**config.mk**
```make
export PLATFORM = sky130hd
export DESIGN_NAME = sync_fifo
export DESIGN_NICKNAME = d
export VERILOG_FILES = /design/src/rtl/sync_fifo.sv
export SDC_FILE = /design/constraint.sdc
export NUM_CORES = 1
export LEC_CHECK = 0
export CAP_MARGIN = 10
export CORE_UTILIZATION = 54
export DETAILED_ROUTE_END_ITERATION = 8
export DONT_BUFFER_PORTS = 1
export PLACE_DENSITY = 0.69
export SYNTH_ARGS = -nofsm -noshare
export SYNTH_HDL_FRONTEND = slang
export SYNTH_SLANG_ARGS = --single-unit
```
**constraint.sdc**
```tcl
create_clock -name clk -period 2.2 [get_ports clk]
set_input_delay 0.33 -clock clk [delete_from_list [all_inputs] [get_ports clk]]
set_output_delay 0.33 -clock clk [all_outputs]
set_load 0.03 [all_outputs]
```
**src/rtl/sync_fifo.sv**
```systemverilog
// Single-clock first-word-fall-through FIFO over a register-file array.
// Flags and occupancy are registered from the next-count value; error pulses last one cycle.
module sync_fifo #(
  parameter int data_width = 8,
  parameter int addr_width = 2,
  parameter int af_level   = 3,
  parameter int ae_level   = 1
) (
  input  logic                  clk,
  input  logic                  reset,
  input  logic                  wr,
  input  logic [data_width-1:0] w_data,
  input  logic                  rd,
  output logic [data_width-1:0] r_data,
  output logic                  full,
  output logic                  empty,
  output logic                  almost_full,
  output logic                  almost_empty,
  output logic [addr_width:0]   count,
  output logic                  overflow,
  output logic                  underflow
);

  localparam int depth = 1 << addr_width;
  localparam logic [addr_width:0]   depth_c = (addr_width + 1)'(depth);
  localparam logic [addr_width:0]   af_c    = (addr_width + 1)'(af_level);
  localparam logic [addr_width:0]   ae_c    = (addr_width + 1)'(ae_level);
  localparam logic [addr_width:0]   cnt_one = (addr_width + 1)'(1);
  localparam logic [addr_width-1:0] ptr_one = (addr_width)'(1);

  logic [data_width-1:0] mem [depth];
  logic [addr_width-1:0] wr_ptr;
  logic [addr_width-1:0] rd_ptr;
  logic                  push_ok;
  logic                  pop_ok;
  logic [addr_width:0]   count_next;

  // A push into a full FIFO is accepted when a pop frees the head slot that same cycle.
  assign push_ok = wr & (~full | rd);
  assign pop_ok  = rd & ~empty;
  assign r_data  = mem[rd_ptr];

  always_comb begin
    count_next = count;
    if (push_ok && !pop_ok) begin
      count_next = count + cnt_one;
    end else if (!push_ok && pop_ok) begin
      count_next = count - cnt_one;
    end
  end

  // Storage has no reset; only writes gated by an accepted push touch it.
  always_ff @(posedge clk) begin
    if (!reset && push_ok) begin
      mem[wr_ptr] <= w_data;
    end
  end

  always_ff @(posedge clk) begin
    if (reset) begin
      wr_ptr       <= '0;
      rd_ptr       <= '0;
      count        <= '0;
      full         <= 1'b0;
      empty        <= 1'b1;
      almost_full  <= 1'b0;
      almost_empty <= 1'b1;
      overflow     <= 1'b0;
      underflow    <= 1'b0;
    end else begin
      if (push_ok) begin
        wr_ptr <= wr_ptr + ptr_one;
      end
      if (pop_ok) begin
        rd_ptr <= rd_ptr + ptr_one;
      end
      count        <= count_next;
      full         <= (count_next == depth_c);
      empty        <= (count_next == '0);
      almost_full  <= (count_next >= af_c);
      almost_empty <= (count_next <= ae_c);
      overflow     <= wr & ~push_ok;
      underflow    <= rd & ~pop_ok;
    end
  end

endmodule

```
# Word level (Yosys, flattened, before mapping)
# Memories as Yosys holds them, arrays and structs flattened. A register that Yosys moved wholly into a read port is not among the register bits.
# Cells that the tools add are included.
# totals
elab_cells,39
mem_bits_rw,32
reg_bits,13
mem_count,1
# op_classes
reduce_logical,7
magnitude_cmp,2
eq_ne,1
bitwise,9
muxes,6
addsub,4
# mem_list
name,depth,word_bits,read_ports,rd_clocked_by_memory_dff,write_ports,line_no,text
mem,4,8,1,1,1,31,logic [data_width-1:0] mem [depth];
# ops
operator,n
two-way mux 3 bit,2
"adder 2 x 1 -> 2 bit, second input constant",2
AND 1 bit,4
two-way mux 2 bit,2
inverter 1 bit,4
"adder 3 x 1 -> 3 bit, second input constant",1
"equality test 3 bit, second input constant",1
">= comparator 3 x 2 -> 1 bit, second input constant",1
"<= comparator 3 x 1 -> 1 bit, second input constant",1
logical AND 1 bit,3
logical NOT 1 bit,3
logical NOT 3 bit,1
"subtractor 3 x 1 -> 3 bit, second input constant",1
two-way mux 1 bit,2
OR 1 bit,1

# Longest topological paths before layout
# logic_depth
ltp_word,8
mapped_depth,5
depth_no_buf,5

# Worst setup path before layout
# Ideal clock, no wire load.
# synth_path
path_type,register to register
startpoint,register count[1]
endpoint,register empty
stages_incl_launch_ff,6
required_time_ps,2104
setup_ps,96
setup_slack_ps,352
arrival_ps,1752
n_path_buf,0
period_less_slack_ps,1848
path_cell_list,dfxtp_1 -> inv_1 -> ha_1 -> inv_1 -> a221o_1 -> o41ai_2
# synth_via
elab_chain_cells,4
elab_cells_between_ends,5
classes_between,2 x add/sub; 2 x mux; 1 x reduce/logical
# synth_rtl
element,line_no,text
from (decl),19,"output logic [addr_width:0] count,"
from (signal assigned),77,count <= count_next;
subtractor 3 x 1 -> 3 bit,48,count_next = count - cnt_one;
two-way mux 3 bit,47,end else if (!push_ok && pop_ok) begin
two-way mux 3 bit *,45,if (push_ok && !pop_ok) begin
logical NOT 3 bit *,79,empty <= (count_next == '0);
to (signal assigned),79,
to (decl),16,"output logic empty,"
# Every way passes the cells marked *; elsewhere a longest branch is shown, timed or not.
# A chain may end at the register's enable or synchronous reset.

# Worst setup path after layout
# layout_path
startpoint,register count[0]
endpoint,register empty
# Same word-level chain as after synthesis.

==> reports/metrics.cfg <==
[floorplanning]
core_sq_um = 3420
die_area_sq_um = 3870
ioPinCount = 29
start_util_pct = 57.3
fp-row-count = 21
die_h_microns = 62.2
die_x_microns = 62.2

[synthesis]
yosys_warnings = 0
syn_nets = 153
avgSynthCellArea_sq_um = 14.5
synth.distinct_cells = 35
syn_area_sq_um = 1960
ys_seq_area_share_pct = 64.4
ys_ff_latch = 47
synth_cells = 135

[routing]
dr.pass1.iters = 4
via_per_inst = 5.77
vias = 1079
drt_iter0_drc = 37
avgRoutedWirePerCell_microns = 17.7
ant_nets = 0
drc = 0
wl_mm = 3.31

[placed_design]
gp_congestion = 0.866
placed_cells = 178
port_buffers = 0
dp_hpwl_mm = 2.38

[setup_path]
cp_slowest_cell = dfxtp_1
crit_start = count[0]$_SDFF_PP0_
crit_chain = inv_1 -> ha_1 -> inv_1 -> a221o_1 -> o41ai_2
criticalPathCategory = flop to flop
endpoint = empty$_SDFF_PP1_
r2r-end = empty$_SDFF_PP1_
startpoint_type = flop
rr_worst_depth = 5
worst-r2r-setup-slack_ns = 0.29
cp.arrival_ns = 2.19
crit_top_cell = inv_1
crit_fanout = 5
cp_data_required_time_ns = 2.47
slowest_delay_ns = 0.60
endpoint_kind = flop
rr_startpoint = count[0]$_SDFF_PP0_

[layout]
fin_nets = 158
finalNonFillerCells = 187
insertedDiodeCount = 0
post-route-util_pct = 61.2
syn_to_final_growth_pct = 6.84
drive_gt1_share_pct = 14.9

[timing]
worst_pin_slew_ns = 0.527
setup_violations = 0
tns_ns = 0
hold_viol_final = 0
fin_crit_ns = 1.91
rsz0062_at_grt = false
drv_slew = 0
period_share_pct = 86.9
max_freq_ghz = 0.523
fin_skew_ns = 0.0117
relSlewSlack_pct = 64.8

[run]
cap_viol_max_count = 0

[cts]
cts_made_buffers = 5
clk_path_buf_depth = 2
htree_levels = 2
postCtsSetupRepairBufs = 0
clock_latency_ns = 0.37
clkTransAtPathRegs_ns = 0.12
cts.sinks = 47
cts-root-buf = clkbuf_4
cts_tree = built

[power]
p_leak_nw = 0.722
power_per_cell_area_nw_per_um2 = 931
ir_drop_v = 0.000450

[grt]
grt_max_degree = 15
grtUsageTotal_pct = 19.6
grt_pass1_vias = 1070
antenna_found_initial = 0
grt-ovfl-total = 0
grt_first_pass_wirelength_mm = 5.56

[hold_path]
hold_class = input pin to flop

[outcome]
status = completed

==> critical path: cells and delay by family, from the launching register on <==
family                     cells  cell delay (ns)
AOI/OAI and AO/OA              2             0.71
DFF                            1             0.60
adders and majority gates      1             0.33
buffers and inverters          2             0.19
==> through the flow <==
| stage | setup slack (ns) | instance area, sq um | hold slack [ns] | power, mW |
|---|---|---|---|---|
| after floorplan | 0.352 | 1960 | 0.429 | 1.41 |
| after global placement | 0.392 | 2010 | 0.404 | 1.46 |
| after detailed placement | 0.320 | 2010 | 0.404 | 1.47 |
| after CTS | 0.289 | 2090 | 0.00787 | 1.97 |
| after global routing | 0.168 | 2090 | 0.00133 | 2.04 |
| final | 0.288 | 2090 | 0.0259 | 1.95 |
==> per-layer routing <==
| layer | global-route usage (%) | part of all wire, % |
|---|---|---|
| met1 | 25.3 | 43 |
| met2 | 30.4 | 48 |
| met3 | 7.17 | 7.5 |
| met4 | 6.98 | 1.6 |
| met5 | 0 | 0 |
==> cell usage after synthesis <==
library cell  number  area share (%)
a2111o_1           2             1.2
a211oi_1           3             1.2
a21oi_1            6             1.5
a221o_1            1            0.51
and2_1             5             1.6
and3_1             1            0.32
buf_1              1            0.19
buf_2              2            0.51
buf_4              1            0.38
clkbuf_1           1            0.19
dfxtp_1           15              15
edfxtp_1          32              49
ha_1               6             3.8
inv_1              8             1.5
maj3_1             1            0.51
mux4_2             8             9.2
nand2_1            6             1.2
nand2b_1           3            0.96
nand3_1            3            0.77
nor2_1            10             1.9
nor2b_1            2            0.64
nor3_1             2            0.51
nor3b_2            1            0.64
nor4_2             1            0.64
o211ai_1           1            0.38
o21a_1             2            0.77
o21ai_0            2            0.51
o21ai_1            1            0.26
o22ai_1            1            0.32
o31ai_1            1            0.38
o31ai_2            1            0.64
o41ai_2            1            0.83
or2_0              1            0.32
xnor2_1            2            0.89
xor2_1             1            0.45
==> cells by family after synthesis <==
group	Yosys count	share of synthesized area [%]
XOR/XNOR	3	1.34
buffers and inverters	13	2.81
AO/OA/AOI/OAI	22	8.43
multiplexers	8	9.20
flip-flops	47	64.4
adder cells (fa/ha/maj)	7	4.34
AND/OR/NAND/NOR	35	9.46
==> report_power, final <==
group | leakage, nW | internal (mW) | switching [mW]
registers | 0.414 | 1.00 | 0.0898
clock network | 0.0426 | 0.234 | 0.265
logic | 0.266 | 0.139 | 0.217
total | 0.722 | 1.38 | 0.572
==> what timing repair did <==
action,CTS,global route
endpoints found under the hold margin,2,0
resized for setup,0,0
hold buffers,1,0
==> final cells by class <==
cell class,count,area (sq um)
Multi-Input combinational cell,75,642
Timing Repair Buffer,3,25.0
Tap cell,46,57.6
Sequential cell,47,1260
Clock inverter,3,38.8
Fill cell,267,1320
Inverter,8,30.0
Clock buffer,5,37.5
==> layout by cell type (no fill, tap or decap), drive strengths merged, types with 3 or more instances in the layout <==
cell type	Yosys	layout
a211oi	3	3
a21oi	6	6
and2	5	5
clkbuf	1	5
dfxtp	15	15
edfxtp	32	32
ha	6	6
inv	8	8
mux4	8	8
nand2	6	6
nand2b	3	3
nand3	3	3
nor2	10	10
o21ai	3	3
==> worst min path at each step <==
stage | start | endpoint | slack, ns | depth (start not counted)
2_1_floorplan | w_data[0] | mem[0][0]$_DFFE_PP_ | 0.43 | 0
3_3_place_gp | reset | wr_ptr[1]$_SDFFE_PP0N_ | 0.40 | 1
3_5_place_dp | reset | wr_ptr[1]$_SDFFE_PP0N_ | 0.40 | 1
4_1_cts | reset | count[1]$_SDFF_PP0_ | 0.008 | 1
5_1_grt | reset | rd_ptr[0]$_SDFFE_PP0P_ | 0.001 | 1
6_report | reset | flop | 0.03 | 1
==> flip-flops by register name, summed over array words and instances (netlist names), named ones only <==
register	flops
mem	32
count	3
rd_ptr	2
wr_ptr	2
almost_empty	1
almost_full	1
empty	1
full	1
overflow	1
underflow	1
Power figures use the tool's default switching activity.
